<file path="config.mk">
export PLATFORM = sky130hd
export DESIGN_NAME = avg_seq_ctrl_flat
export DESIGN_NICKNAME = d
export VERILOG_FILES = /design/src/rtl/avg_pkg.sv /design/src/rtl/avg_seq_ctrl_if.sv /design/src/rtl/avg_acc_dp.sv /design/src/rtl/avg_seq_ctrl.sv /design/src/flat_wrapper.sv
export SDC_FILE = /design/constraint.sdc
export NUM_CORES = 1
export LEC_CHECK = 0
export ABC_CLOCK_PERIOD_IN_PS = 2300
export BUFFER_PORTS_ARGS = -buffer_cell sky130_fd_sc_hd__buf_2
export CAP_MARGIN = 20
export CORE_MARGIN = 5
export CORE_UTILIZATION = 55
export CTS_BUF_LIST = sky130_fd_sc_hd__clkbuf_4
export CTS_CLUSTER_SIZE = 28
export DETAILED_ROUTE_END_ITERATION = 16
export MAX_ROUTING_LAYER = met4
export PLACE_DENSITY = 0.78
export SYNTH_ARGS = -nofsm -noshare
export SYNTH_HDL_FRONTEND = slang
export SYNTH_SLANG_ARGS = --single-unit
</file>
<file path="constraint.sdc">
create_clock -name clk -period 2.3 [get_ports clk]
set_input_delay 0.69 -clock clk [delete_from_list [all_inputs] [get_ports clk]]
set_output_delay 0.69 -clock clk [all_outputs]
set_load 0.02 [all_outputs]
</file>
<file path="src/rtl/avg_pkg.sv">
// Shared types and default sizing for the sequenced averaging engine.
package avg_pkg;

  typedef enum logic [1:0] {
    ACCUM = 2'd0,
    SHIFT = 2'd1,
    OUT   = 2'd2
  } state_e;

  localparam int DEF_DATAWIDTH    = 16;
  localparam int DEF_ACCWIDTH     = 32;
  localparam int DEF_NUM_SAMPLES  = 8;
  localparam int DEF_SHIFT_STAGES = 3;

  // Width able to hold the count 0..n inclusive.
  function automatic int cnt_w(input int n);
    return $clog2(n + 1);
  endfunction

  localparam int DEF_SAMPLE_CNT_W = cnt_w(DEF_NUM_SAMPLES);
  localparam int DEF_SHIFT_CNT_W  = cnt_w(DEF_SHIFT_STAGES);

endpackage

</file>
<file path="src/rtl/avg_seq_ctrl_if.sv">
// Sample-in / average-out handshake bundle; slave is the engine, master the environment.
interface avg_seq_ctrl_if
  import avg_pkg::*;
#(
  parameter int DATAWIDTH = DEF_DATAWIDTH
);
  logic                 in_valid;
  logic                 in_ready;
  logic [DATAWIDTH-1:0] in_data;
  logic [7:0]           sa;
  logic                 out_valid;
  logic                 out_ready;
  logic [DATAWIDTH-1:0] avg;

  modport slave (
    input  in_valid, in_data, sa, out_ready,
    output in_ready, out_valid, avg
  );

  modport master (
    output in_valid, in_data, sa, out_ready,
    input  in_ready, out_valid, avg
  );
endinterface

</file>
<file path="src/rtl/avg_acc_dp.sv">
// Accumulator with one shared adder and one shared shifter, plus output narrowing.
// Build option AVG_SATURATE_EN: clamp the result to all ones instead of truncating.
module avg_acc_dp
  import avg_pkg::*;
#(
  parameter int DATAWIDTH = DEF_DATAWIDTH,
  parameter int ACCWIDTH  = DEF_ACCWIDTH
) (
  input  logic                 clk,
  input  logic                 rst_n,
  input  logic                 clear_i,
  input  logic                 add_i,
  input  logic                 shift_i,
  input  logic                 out_en_i,
  input  logic [DATAWIDTH-1:0] data_i,
  input  logic [7:0]           sa_i,
  output logic [DATAWIDTH-1:0] avg_o
);

  logic [ACCWIDTH-1:0] acc_q, acc_d;

  // Shift amounts at or beyond the accumulator width flush it to zero.
  function automatic logic [ACCWIDTH-1:0] shr_flush(input logic [ACCWIDTH-1:0] v,
                                                    input logic [7:0]          amt);
    if (int'(amt) >= ACCWIDTH) return '0;
    return v >> amt;
  endfunction

  function automatic logic [DATAWIDTH-1:0] narrow(input logic [ACCWIDTH-1:0] v);
`ifdef AVG_SATURATE_EN
    if ((v >> DATAWIDTH) != '0) return '1;
    return DATAWIDTH'(v);
`else
    return DATAWIDTH'(v);
`endif
  endfunction

  always_comb begin
    acc_d = acc_q;
    if (clear_i)      acc_d = '0;
    else if (add_i)   acc_d = acc_q + ACCWIDTH'(data_i);
    else if (shift_i) acc_d = shr_flush(acc_q, sa_i);
  end

  always_ff @(posedge clk or negedge rst_n) begin
    if (!rst_n) acc_q <= '0;
    else        acc_q <= acc_d;
  end

  assign avg_o = out_en_i ? narrow(acc_q) : '0;

endmodule

</file>
<file path="src/rtl/avg_seq_ctrl.sv">
// Sequencer for the resource-shared averaging engine: ACCUM -> SHIFT -> OUT.
// Optional build macro AVG_SATURATE_EN selects saturating output in avg_acc_dp.
module avg_seq_ctrl
  import avg_pkg::*;
#(
  parameter int DATAWIDTH    = DEF_DATAWIDTH,
  parameter int ACCWIDTH     = DEF_ACCWIDTH,
  parameter int NUM_SAMPLES  = DEF_NUM_SAMPLES,
  parameter int SHIFT_STAGES = DEF_SHIFT_STAGES
) (
  input  logic                           clk,
  input  logic                           rst_n,
  avg_seq_ctrl_if.slave                  bus,
  output logic                           busy_o,
  output logic [cnt_w(NUM_SAMPLES)-1:0]  sample_cnt_o
);

  localparam int SCW = cnt_w(NUM_SAMPLES);
  localparam int HCW = cnt_w(SHIFT_STAGES);

  state_e         state_q, state_d;
  logic [SCW-1:0] sample_cnt_q, sample_cnt_d;
  logic [HCW-1:0] shift_cnt_q, shift_cnt_d;
  logic [7:0]     sa_q, sa_d;

  logic in_ready, out_valid, busy;
  logic accept, last_beat, shift_done, xfer;

  assign accept     = bus.in_valid && in_ready;
  assign last_beat  = accept && (sample_cnt_q == SCW'(NUM_SAMPLES - 1));
  assign shift_done = (state_q == SHIFT) && (shift_cnt_q == HCW'(SHIFT_STAGES - 1));
  assign xfer       = out_valid && bus.out_ready;

  always_ff @(posedge clk or negedge rst_n) begin
    if (!rst_n) state_q <= ACCUM;
    else        state_q <= state_d;
  end

  always_comb begin
    state_d = state_q;
    unique case (state_q)
      ACCUM:   if (last_beat)  state_d = SHIFT;
      SHIFT:   if (shift_done) state_d = OUT;
      OUT:     if (xfer)       state_d = ACCUM;
      default:                 state_d = ACCUM;
    endcase
  end

  // Handshake outputs depend on state only, never on the inputs.
  always_comb begin
    in_ready  = 1'b0;
    out_valid = 1'b0;
    busy      = 1'b0;
    unique case (state_q)
      ACCUM:   in_ready = 1'b1;
      SHIFT:   busy     = 1'b1;
      OUT:   begin
        out_valid = 1'b1;
        busy      = 1'b1;
      end
      default: ;
    endcase
  end

  always_comb begin
    sample_cnt_d = sample_cnt_q;
    shift_cnt_d  = shift_cnt_q;
    sa_d         = sa_q;
    if (accept) sample_cnt_d = sample_cnt_q + SCW'(1);
    if (last_beat) begin
      sa_d        = bus.sa;
      shift_cnt_d = '0;
    end
    if (state_q == SHIFT) shift_cnt_d = shift_cnt_q + HCW'(1);
    if (xfer)             sample_cnt_d = '0;
  end

  always_ff @(posedge clk or negedge rst_n) begin
    if (!rst_n) begin
      sample_cnt_q <= '0;
      shift_cnt_q  <= '0;
      sa_q         <= '0;
    end else begin
      sample_cnt_q <= sample_cnt_d;
      shift_cnt_q  <= shift_cnt_d;
      sa_q         <= sa_d;
    end
  end

  avg_acc_dp #(
    .DATAWIDTH (DATAWIDTH),
    .ACCWIDTH  (ACCWIDTH)
  ) u_dp (
    .clk      (clk),
    .rst_n    (rst_n),
    .clear_i  (xfer),
    .add_i    (accept),
    .shift_i  (state_q == SHIFT),
    .out_en_i (out_valid),
    .data_i   (bus.in_data),
    .sa_i     (sa_q),
    .avg_o    (bus.avg)
  );

  assign bus.in_ready  = in_ready;
  assign bus.out_valid = out_valid;
  assign busy_o        = busy;
  assign sample_cnt_o  = sample_cnt_q;

endmodule
</file>
<file path="src/flat_wrapper.sv">
// flat-port wrapper written by rule: the top's interface ports become plain ports
module avg_seq_ctrl_flat import avg_pkg::*;
#(
  parameter int DATAWIDTH    = DEF_DATAWIDTH,
  parameter int ACCWIDTH     = DEF_ACCWIDTH,
  parameter int NUM_SAMPLES  = DEF_NUM_SAMPLES,
  parameter int SHIFT_STAGES = DEF_SHIFT_STAGES
)
  (clk, rst_n, busy_o, sample_cnt_o, bus_in_valid, bus_in_data, bus_sa, bus_out_ready, bus_in_ready, bus_out_valid, bus_avg);
  avg_seq_ctrl_if #(.DATAWIDTH(DATAWIDTH)) bus_i ();
  input  logic clk;
  input  logic rst_n;
  output logic busy_o;
  output logic [cnt_w(NUM_SAMPLES)-1:0] sample_cnt_o;
  input wire logic [$bits(bus_i.in_valid)-1:0] bus_in_valid;
  input wire logic [$bits(bus_i.in_data)-1:0] bus_in_data;
  input wire logic [$bits(bus_i.sa)-1:0] bus_sa;
  input wire logic [$bits(bus_i.out_ready)-1:0] bus_out_ready;
  output wire logic [$bits(bus_i.in_ready)-1:0] bus_in_ready;
  output wire logic [$bits(bus_i.out_valid)-1:0] bus_out_valid;
  output wire logic [$bits(bus_i.avg)-1:0] bus_avg;
  assign bus_i.in_valid = bus_in_valid;
  assign bus_i.in_data = bus_in_data;
  assign bus_i.sa = bus_sa;
  assign bus_i.out_ready = bus_out_ready;
  assign bus_in_ready = bus_i.in_ready;
  assign bus_out_valid = bus_i.out_valid;
  assign bus_avg = bus_i.avg;
  avg_seq_ctrl #(.DATAWIDTH(DATAWIDTH), .ACCWIDTH(ACCWIDTH), .NUM_SAMPLES(NUM_SAMPLES), .SHIFT_STAGES(SHIFT_STAGES)) u_core (.clk(clk), .rst_n(rst_n), .bus(bus_i), .busy_o(busy_o), .sample_cnt_o(sample_cnt_o));
endmodule
</file>
==> results.sh, run 1 <==
export IMPL_cts_buffers=5
export IMPL_syn_num_nets=675
export IMPL_firstDrtPassIters=7
export IMPL_fill_cells=610
export IMPL_crit_fanout=7
export IMPL_place_gp_congestion=1.052
export IMPL_rsz0062_at_grt="true"
export IMPL_final_util=0.8071
export IMPL_critPathLaunchType="flip-flop"
export IMPL_ys_ff_latch=48
export IMPL_r2r_start="u_core.u_dp.acc_q[0]$_DFFE_PN0P_"
export IMPL_syn_area_sq_um=5186
export IMPL_status="finished with violations"
export IMPL_crit_arrival_ps=2910
export IMPL_leakage_nw=3.198
export IMPL_hold_worst_slack_ps=245.5
export IMPL_ys_types=68
export IMPL_worstMarginPinSlew_ps=548.9
export IMPL_insertion_delay_ps=390
export IMPL_totalWireLength_mm=21.21
export IMPL_cts_hold_buffers=0
export IMPL_violations="setup timing"
export IMPL_routed_via_density=6.799
export IMPL_slowest_stage="a2111o_2"
export IMPL_dpl_instance_area_sq_um=6608
export IMPL_fmax_mhz=385.2
export IMPL_setup_viol=9
export IMPL_synthesis_instances=625
export IMPL_slew_limit_headroom=0.6341
export IMPL_final_area_sq_um=7422
export IMPL_grt_max_degree=47
export IMPL_crit_type="reg2reg"
export IMPL_drive_gt1_frac=0.4502
export IMPL_io_pins=51
export IMPL_cts_sinks=48
export IMPL_overflow=0
export IMPL_grt_pass1_vias=5921
export IMPL_core_area_sq_um=9196
export IMPL_hpwl_mm=15.27
export IMPL_maxSlewViolCount=0
export IMPL_p_per_area_nw_per_um2=1614
export IMPL_synth_main_ff_cell="dfrtp_1"
export IMPL_slowest_delay_ps=540
export IMPL_cts_path_max_buffers=2
export IMPL_numPortBuffers=50
export IMPL_hold_viol_final=0
export IMPL_r2r_end="u_core.u_dp.acc_q[30]$_DFFE_PN0P_"
export IMPL_synth_top_area_share=0.2316
export IMPL_grt_pass1_wl_mm=31.81
export IMPL_die_width_microns=107.1
export IMPL_ir_drop_mv=0.9159
export IMPL_avgSynthCellArea_sq_um=8.298
export IMPL_ys_seq_area_frac=0.2316
export IMPL_cts_clk_slew_worst_paths_ps=180
export IMPL_cts_htree_levels=2
export IMPL_synth_edf_count=0
export IMPL_r2r_cells=10
export IMPL_area_delta_synth_final_pct=43.11
export IMPL_ys_warn_count=0
export IMPL_start_util=0.5639
export IMPL_dr_total_vias=6228
export IMPL_wl_per_cell_microns=23.15
export IMPL_fin_nets=853
export IMPL_drt_initial_drc_count=745
export IMPL_fin_crit_ps=2596
export IMPL_tritoncts="done"
export IMPL_die_area_sq_um=11470
export IMPL_regArea_sq_um=1205
export IMPL_worstPathCellList="ha_4 -> inv_2 -> fa_2 -> nand2b_4 -> a21oi_4 -> o21ai_2 -> a2111o_2 -> a2111oi_4 -> xnor2_1 -> a221oi_2"
export IMPL_required_ps=2620
export IMPL_grtUsageTotal=0.3636
export IMPL_antenna_found_initial=1
export IMPL_crit_path_end_kind="flip-flop"
export IMPL_cap_violations=0
export IMPL_setup_tns_final_ps=-1637
export IMPL_ant_nets=0
export IMPL_root_buffer="clkbuf_4"
export IMPL_multi_input_area_sq_um=4253
export IMPL_die_h_microns=107.1
export IMPL_drcViolationCount=0
export IMPL_fin_worst_skew_ps=9.986
export IMPL_finalWorstSetupSlack_ps=-295.9
export IMPL_synth_area_leaders="dfrtp_1, mux4_2, a21oi_1"
export IMPL_post_route_period_util=1.129
export IMPL_r2r_slack_ps=-300
export IMPL_synth_async_reset_ratio=1.000
export IMPL_hold_class="in2async"
export IMPL_num_rows=35
export IMPL_yosys_area_top_type="dfrtp_1"
==> metrics by stage <==
stage          std cells  worst slack, ps  total power [W]
5_1_grt              916           -413.0          0.01260
3_3_place_gp         884           -634.1         0.009652
6_report             916           -295.9          0.01198
2_1_floorplan        625           -436.9         0.006410
4_1_cts              901           -326.0          0.01059
3_5_place_dp         884           -744.1         0.009814
==> cells in the final DEF, fill, tap and decap left out, types with 13 or more instances in the layout <==
cell / instances
nor2_1: 55
buf_2: 46
nand3_1: 16
dfrtp_1: 45
nor3_1: 14
mux2_2: 18
o21ai_1: 17
mux4_2: 23
a21oi_1: 51
ha_4: 13
mux2i_1: 13
o21ai_0: 15
and2_1: 20
buf_4: 154
nand2_1: 54
inv_1: 14
==> what timing repair did <==
item	in CTS	in global routing
endpoints found under the setup margin	30	54
gates resized for setup	18	92
pin swaps	3	32
gates cloned	0	2
setup buffers	9	15
==> sequential cells by signal, indices dropped and copies added (netlist names) <==
name,count
u_core.u_dp.acc_q,32
u_core.sample_cnt_o,4
u_core.shift_cnt_q,2
u_core.state_q,2
u_core.sa_q,8
==> kinds of logic (layout without fill, tap and decap cells) <==
family / after synthesis / count (layout) / synth area share
adder cells (fa/ha/maj): 22 / 22 / 0.05452
buffers and inverters: 63 / 242 / 0.05235
AO/OA/AOI/OAI: 188 / 188 / 0.2386
multiplexers: 63 / 63 / 0.1817
other: 0 / 1 / 0
XOR/XNOR: 19 / 19 / 0.03209
AND/OR/NAND/NOR: 222 / 222 / 0.2092
flip-flops: 48 / 48 / 0.2316
==> Yosys cell counts, drive strengths merged, types with 5 or more instances <==
cell type	number
o22ai	10
a221oi	10
ha	21
clkbuf	29
nor3b	5
and2	20
xor2	11
nor3	19
nand2	61
o211ai	6
mux4	23
nand3	18
buf	18
a21oi	63
inv	16
o21ai	36
a211oi	8
mux2	19
xnor2	8
and3	9
o221ai	5
dfrtp	48
a31oi	6
nand4	10
nor2	59
mux2i	21
a22oi	6
a21o	5
==> critical path, delay by kind of cell, from the launching register on <==
family | cells | cell delay (ps)
AOI/OAI and AO/OA | 5 | 1310
xor gates and xnor gates | 1 | 110
adders and majority gates | 2 | 480
buffers and inverters | 1 | 30
DFF | 1 | 420
and+or+nand+nor | 1 | 160
==> layer usage <==
metal / vias to the layer above / track usage / part of all wire
met5: - / - / 0
met4: 0 / 0.1333 / 0.041
met3: 91 / 0.06020 / 0.12
met2: 457 / 0.5442 / 0.46
met1: 2970 / 0.4983 / 0.38
li1: 2710 / - / -
==> power breakdown <==
part           leakage [nW]  switching, W  internal (W)
clock                0.0454      0.000346      0.000233
sequential            0.613      0.000506       0.00122
combinational          2.54       0.00518       0.00450
total                  3.20       0.00603       0.00595
==> final cells by class <==
| type | count | share of cell area |
|---|---|---|
| clock inverter | 3 | 0.006406 |
| clock buffer | 5 | 0.005057 |
| inverter | 16 | 0.008092 |
| tap | 111 | 0.01871 |
| antenna | 1 | 0.0003372 |
| multi-input combinational | 514 | 0.5730 |
| sequential | 48 | 0.1623 |
| timing repair buffer | 218 | 0.2261 |
==> how the worst max path moves through the flow <==
stage | startpoint | slack (ps) | end
after floorplan | bus_in_data[0] | -440 | u_core.u_dp.acc_q[30]$_DFFE_PN0P_
after global placement | bus_in_data[0] | -630 | u_core.u_dp.acc_q[30]$_DFFE_PN0P_
after detailed placement | bus_in_data[0] | -740 | u_core.u_dp.acc_q[30]$_DFFE_PN0P_
after CTS | u_core.u_dp.acc_q[0]$_DFFE_PN0P_ | -330 | u_core.u_dp.acc_q[30]$_DFFE_PN0P_
after global routing | u_core.u_dp.acc_q[0]$_DFFE_PN0P_ | -410 | u_core.u_dp.acc_q[30]$_DFFE_PN0P_
final | u_core.u_dp.acc_q[0]$_DFFE_PN0P_ | -300 | u_core.u_dp.acc_q[30]$_DFFE_PN0P_
No activity file was read; power rests on OpenSTA's default activity.
==> run 2, diff against run 1 <==
SYNTH_HIERARCHICAL = 1   (was not set)
==> run 2 against run 1 <==
- the run still ends with setup timing left
- global-route usage increased by 2.0 points
- critical endpoint is now u_core/u_dp/acc_q[22]$_DFFE_PN0P_
- worst setup slack better by 170 ps
- non-clock buffer count is 23 higher
- hold slack improved by 21 ps
- synthesized cell count grew 6.1%
- sequential share of layout area down 0.54 points
- clock skew up 11 ps
- synthesized area up 0.89%
- core utilization is 2.4 points higher
- die area increased by 0.81%
==> results.sh, run 2 <==
export IMPL_core_area_sq_um=9240
export IMPL_cts_clk_slew_worst_paths_ps=170
export IMPL_ys_ff_latch=48
export IMPL_violations="setup timing"
export IMPL_ys_seq_area_frac=0.2296
export IMPL_slew_limit_headroom=0.6045
export IMPL_area_delta_synth_final_pct=46.84
export IMPL_fill_cells=605
export IMPL_fmax_mhz=412.2
export IMPL_crit_path_end_kind="flip-flop"
export IMPL_numPortBuffers=50
export IMPL_hold_class="in2async"
export IMPL_antenna_found_initial=0
export IMPL_r2r_start="u_core/u_dp/acc_q[7]$_DFFE_PN0P_"
export IMPL_drt_initial_drc_count=810
export IMPL_leakage_nw=3.277
export IMPL_critPathLaunchType="flip-flop"
export IMPL_ant_nets=0
export IMPL_synth_edf_count=0
export IMPL_insertion_delay_ps=390
export IMPL_cts_htree_levels=2
export IMPL_ys_types=76
export IMPL_wl_per_cell_microns=22.25
export IMPL_yosys_area_top_type="dfrtp_1"
export IMPL_synth_async_reset_ratio=1.000
export IMPL_ir_drop_mv=0.9519
export IMPL_cts_hold_buffers=0
export IMPL_grt_pass1_vias=6466
export IMPL_r2r_cells=8
export IMPL_die_area_sq_um=11560
export IMPL_final_util=0.8316
export IMPL_synth_most_common_cell="nand2_1"
export IMPL_cap_violations=0
export IMPL_required_ps=2570
export IMPL_layout_commonest_cell="buf_4"
export IMPL_totalWireLength_mm=22.05
export IMPL_largest_register_ffs=32
export IMPL_start_util=0.5663
export IMPL_synth_main_ff_cell="dfrtp_1"
export IMPL_crit_arrival_ps=2700
export IMPL_overflow=0
export IMPL_root_buffer="clkbuf_4"
export IMPL_grtUsageTotal=0.3837
export IMPL_r2r_end="u_core/u_dp/acc_q[22]$_DFFE_PN0P_"
export IMPL_hpwl_mm=16.71
export IMPL_ys_warn_count=6
export IMPL_p_per_area_nw_per_um2=1630
export IMPL_syn_area_sq_um=5233
export IMPL_netlist_top_cells_count="nand2_1, nor2_1, dfrtp_1"
export IMPL_hold_viol_final=0
export IMPL_place_inst=966
export IMPL_cts_buffers=5
export IMPL_synthesis_instances=663
export IMPL_num_rows=35
export IMPL_fin_nets=911
export IMPL_syn_num_nets=713
export IMPL_crit_fanout=6
export IMPL_place_gp_congestion=1.023
export IMPL_synth_area_leaders="dfrtp_1, mux2i_1, ha_1"
export IMPL_routed_via_density=6.760
export IMPL_final_cells=991
export IMPL_cts_sinks=48
export IMPL_status="finished with violations"
export IMPL_maxSlewViolCount=0
export IMPL_firstDrtPassIters=6
export IMPL_antenna_cells=0
export IMPL_dr_total_vias=6699
export IMPL_drcViolationCount=0
export IMPL_fin_crit_ps=2426
export IMPL_r2r_slack_ps=-130
export IMPL_dp_slack_ps=-564.5
export IMPL_top_register="u_core/u_dp/acc_q"
export IMPL_grt_pass1_wl_mm=33.87
export IMPL_crit_type="reg2reg"
export IMPL_synth_top_area_share=0.2296
export IMPL_die_width_microns=107.5
export IMPL_post_route_period_util=1.055
export IMPL_drive_gt1_frac=0.4455
export IMPL_avgSynthCellArea_sq_um=7.892
export IMPL_final_cell_mix="buf_4, nand2_1, nor2_1"
export IMPL_rsz0062_at_grt="true"
export IMPL_io_pins=51
export IMPL_grt_max_degree=27
export IMPL_die_h_microns=107.5
export IMPL_fin_worst_skew_ps=21.19
export IMPL_setup_viol=11
export IMPL_setup_tns_final_ps=-782.5
export IMPL_finalWorstSetupSlack_ps=-126.2
export IMPL_tritoncts="done"
export IMPL_worstMarginPinSlew_ps=593.2
export IMPL_cts_path_max_buffers=2
## run 2: changes by cell type after synthesis, moves of 10 or more
cell,change
a21oi_1,-22
clkbuf_1,+10
mux2i_1,+11
mux4_2,-15
o21ai_0,+22
o21ai_1,-11
## run 2: worst max-delay path: stages (launching register included)
cell,delay [ps]
dfrtp_1,440
ha_4,220
and2_4,140
or4_4,440
o21ai_4,260
o2111ai_4,240
and2_4,230
a221oi_2,250
a311oi_1,80
## run 2: how the worst max path moves through the flow
stage / startpoint / to / slack [ps]
finish: u_core/u_dp/acc_q[7]$_DFFE_PN0P_ / u_core/u_dp/acc_q[22]$_DFFE_PN0P_ / -130
global route: u_core/u_dp/acc_q[0]$_DFFE_PN0P_ / u_core/u_dp/acc_q[26]$_DFFE_PN0P_ / -190
CTS: u_core/u_dp/acc_q[0]$_DFFE_PN0P_ / u_core/u_dp/acc_q[26]$_DFFE_PN0P_ / -50
detailed placement: bus_in_data[0] / u_core/u_dp/acc_q[16]$_DFFE_PN0P_ / -560
global placement: bus_in_data[0] / u_core/u_dp/acc_q[26]$_DFFE_PN0P_ / -510
floorplan: bus_in_data[1] / u_core/u_dp/acc_q[25]$_DFFE_PN0P_ / -260
## run 2: cells by family (layout without fill, tap and decap cells)
kind of cell,Yosys count,count (layout),share of synthesized area
compound gates,201,201,0.2563
mux,61,61,0.1408
xor+xnor,12,12,0.02009
simple gates,249,249,0.2427
buf+inv,70,269,0.05643
fa+ha+maj,22,22,0.05404
flops,48,48,0.2296
## run 2: cell type report
cell class	count	area (sq um)	area share
multi-input combinational	545	4360	0.5675
timing repair buffer	241	1800	0.2343
sequential	48	1206	0.1570
tap	129	161.4	0.02101
inverter	20	75.07	0.009770
clock buffer	6	45.04	0.005862
clock inverter	2	35.03	0.004560
## run 2: per-layer routing
layer / GRT usage / routed length [microns] / up-vias
met3: 0.1074 / 2224 / 134
met2: 0.6181 / 10190 / 477
li1: - / - / 2913
met5: - / 0 / -
met1: 0.4509 / 8427 / 3175
met4: 0.1623 / 1206 / 0
## run 2: stage by stage
step / power, W / cell area (sq um) / hold slack, ps
finish: 0.01253 / 7684 / 266.1
global route: 0.01311 / 7684 / 298.4
CTS: 0.01147 / 7326 / 279.1
detailed placement: 0.01043 / 7005 / 531.5
global placement: 0.01019 / 7005 / 520.8
floorplan: 0.006692 / 5513 / 394.4
## run 2: what timing repair did
item	CTS	global route
cloned	0	1
pin swaps	16	25
gates resized for setup	37	71
setup endpoints to repair	26	47
setup buffers	9	10
## run 2: power by group
part	leakage, nW	internal [W]	total [W]	switching, W
logic	2.63	0.00481	0.0103	0.00547
registers	0.598	0.00122	0.00169	0.000474
clock network	0.0456	0.000240	0.000560	0.000320
==> run 3, diff against run 2 <==
ABC_CLOCK_PERIOD_IN_PS = 2450   (was 2300)
PLACE_DENSITY = 0.75   (was 0.78)
clock period = 2.45 ns   (was 2.3 ns; I/O delays follow)
==> run 3 against run 2 <==
- the run still ends with setup timing left
- count of clock-buffer cells in the layout fell by 1
- worst setup slack improved by 85 ps
- hold slack gained 23 ps
- register-to-register slack better by 96 ps
- wire length is 6.2% lower
- clock power decreased by 3%
- sequential cell count unchanged
- core utilization shrank 8.3 points
- sequential share of layout area up 1.7 points
- non-clock buffer count down 48
- largest cell class unchanged
- highest routed layer unchanged
==> results.sh, run 3 (synthesis results as in run 2) <==
export IMPL_status="finished with violations"
export IMPL_violations="setup timing"
export IMPL_die_h_microns=107.5
export IMPL_fmax_mhz=401.4
export IMPL_hold_viol_final=0
export IMPL_tritoncts="done"
export IMPL_worstMarginPinSlew_ps=683.2
export IMPL_required_ps=2790
export IMPL_io_pins=51
export IMPL_drt_initial_drc_count=820
export IMPL_dpl_instance_area_sq_um=6704
export IMPL_rsz0062_at_grt="true"
export IMPL_cts_htree_levels=2
export IMPL_ant_nets=0
export IMPL_post_route_period_util=1.017
export IMPL_wl_per_cell_microns=21.93
export IMPL_drive_gt1_frac=0.3501
export IMPL_drcViolationCount=0
export IMPL_hold_class="in2async"
export IMPL_fin_crit_ps=2491
export IMPL_core_area_sq_um=9240
export IMPL_cts_clk_slew_worst_paths_ps=200
export IMPL_final_cell_mix="buf_4, nand2_1, nor2_1"
export IMPL_worst_path_buf_inv=2
export IMPL_fin_worst_skew_ps=42.52
export IMPL_top_register="u_core/u_dp/acc_q"
export IMPL_leakage_nw=2.988
export IMPL_worstPathCellList="buf_2 -> ha_4 -> inv_2 -> fa_2 -> nor2b_2 -> o31a_1 -> o21ai_4 -> o2111ai_4 -> nand3_2 -> or4_1 -> nand3_1"
export IMPL_area_delta_synth_final_pct=32.21
export IMPL_place_gp_congestion=1.109
export IMPL_crit_arrival_ps=2830
export IMPL_maxSlewViolCount=0
export IMPL_crit_fanout=7
export IMPL_cts_hold_buffers=0
export IMPL_largest_register_ffs=32
export IMPL_setup_viol=2
export IMPL_antenna_cells=0
export IMPL_critPathLaunchType="primary input"
export IMPL_grt_pass1_wl_mm=32.77
export IMPL_grt_pass1_vias=6112
export IMPL_slowest_stage="or4_1"
export IMPL_fin_nets=863
export IMPL_ir_drop_mv=0.7954
export IMPL_p_per_area_nw_per_um2=1470
export IMPL_numPortBuffers=50
export IMPL_hpwl_mm=16.12
export IMPL_slowest_delay_ps=430
export IMPL_grtUsageTotal=0.3689
export IMPL_layout_commonest_cell="buf_4"
export IMPL_cap_violations=0
export IMPL_cts_buffers=5
export IMPL_final_util=0.7487
export IMPL_crit_type="in2reg"
export IMPL_start_util=0.5663
export IMPL_cts_path_max_buffers=2
export IMPL_die_area_sq_um=11560
export IMPL_num_rows=35
export IMPL_grt_max_degree=27
export IMPL_final_area_sq_um=6918
export IMPL_antenna_found_initial=0
export IMPL_totalWireLength_mm=20.68
export IMPL_finalWorstSetupSlack_ps=-41.17
export IMPL_root_buffer="clkbuf_4"
export IMPL_cts_sinks=48
export IMPL_overflow=0
export IMPL_total_power_w=0.01017
export IMPL_crit_path_end_kind="flip-flop"
export IMPL_die_width_microns=107.5
export IMPL_dr_total_vias=6289
export IMPL_path_delay_family="simple AND/OR/NAND/NOR gates"
export IMPL_routed_via_density=6.669
export IMPL_slew_limit_headroom=0.5445
export IMPL_firstDrtPassIters=5
export IMPL_insertion_delay_ps=410
[run 3: cell count changes in the layout (fill, tap and decap cells not counted), sizes merged]
| cell | delta |
|---|---|
| buf | -47 |
| clkbuf | -2 |
| clkinv | +1 |
[run 3: what timing repair did]
action / in CTS / in global routing
gates cloned: 0 / 0
endpoints found under the setup margin: 4 / 25
pin swaps: 2 / 7
buffers inserted: 1 / 5
resized for setup: 3 / 20
[run 3: final cells by class]
class / count / area [sq um]
Timing Repair Buffer: 193 / 1378
Inverter: 20 / 75.07
Sequential cell: 48 / 1204
Multi-Input combinational cell: 545 / 4015
Clock buffer: 5 / 37.54
Tap cell: 129 / 161.4
Clock inverter: 3 / 47.55
Fill cell: 719 / 2322
[run 3: path summary, 6_finish.rpt]
| kind | start | end | slack [ps] | cells after the start |
|---|---|---|---|---|
| min in group clk | bus_sa[0] | u_core/sa_q[0]$_DFFE_PN0P_ | 540 | 2 |
| max in group asynchronous | rst_n | u_core/u_dp/acc_q[13]$_DFFE_PN0P_ | 1460 | 2 |
| hold reg to reg | u_core/shift_cnt_q[1]$_DFFE_PN0P_ | u_core/shift_cnt_q[1]$_DFFE_PN0P_ | 560 | 2 |
| setup / recovery | bus_in_data[0] | u_core/u_dp/acc_q[26]$_DFFE_PN0P_ | -40 | 11 |
| setup reg to reg | u_core/u_dp/acc_q[0]$_DFFE_PN0P_ | u_core/u_dp/acc_q[26]$_DFFE_PN0P_ | -30 | 10 |
| hold / removal | rst_n | u_core/sa_q[0]$_DFFE_PN0P_ | 290 | 1 |
[run 3: worst reg2reg max path: stages, from the launching register on]
cell       delay, ps
dfrtp_1          420
ha_4             150
inv_2             40
fa_2             360
nor2b_2          160
o31a_1           200
o21ai_4          110
o2111ai_4        320
nand3_2          150
or4_1            430
nand3_1           80
[run 3: metrics by stage]
stage | worst slack, ps | TNS, ps | instances | hold slack (ps)
after floorplan | -143.2 | -562.9 | 663 | 439.4
after detailed placement | -484.5 | -7631 | 929 | 540.6
after global routing | -103.3 | -286.7 | 943 | 333.1
after global placement | -406.0 | -6263 | 929 | 524.2
after CTS | 9.724 | 0 | 938 | 308.1
final | -41.17 | -45.09 | 943 | 289.0
[run 3: layer usage]
layer / share of wire / up-vias / track usage
met3: 0.11 / 85 / 0.05219
met1: 0.39 / 2968 / 0.4767
met5: 0 / - / -
met2: 0.47 / 424 / 0.5968
met4: 0.040 / 0 / 0.1235
li1: - / 2812 / -
[run 3: power by group]
group          switching (W)  total [W]  internal, W
registers           0.000501    0.00164      0.00114
logic                0.00443    0.00798      0.00355
clock network       0.000326   0.000545     0.000219
total                0.00526     0.0102      0.00491
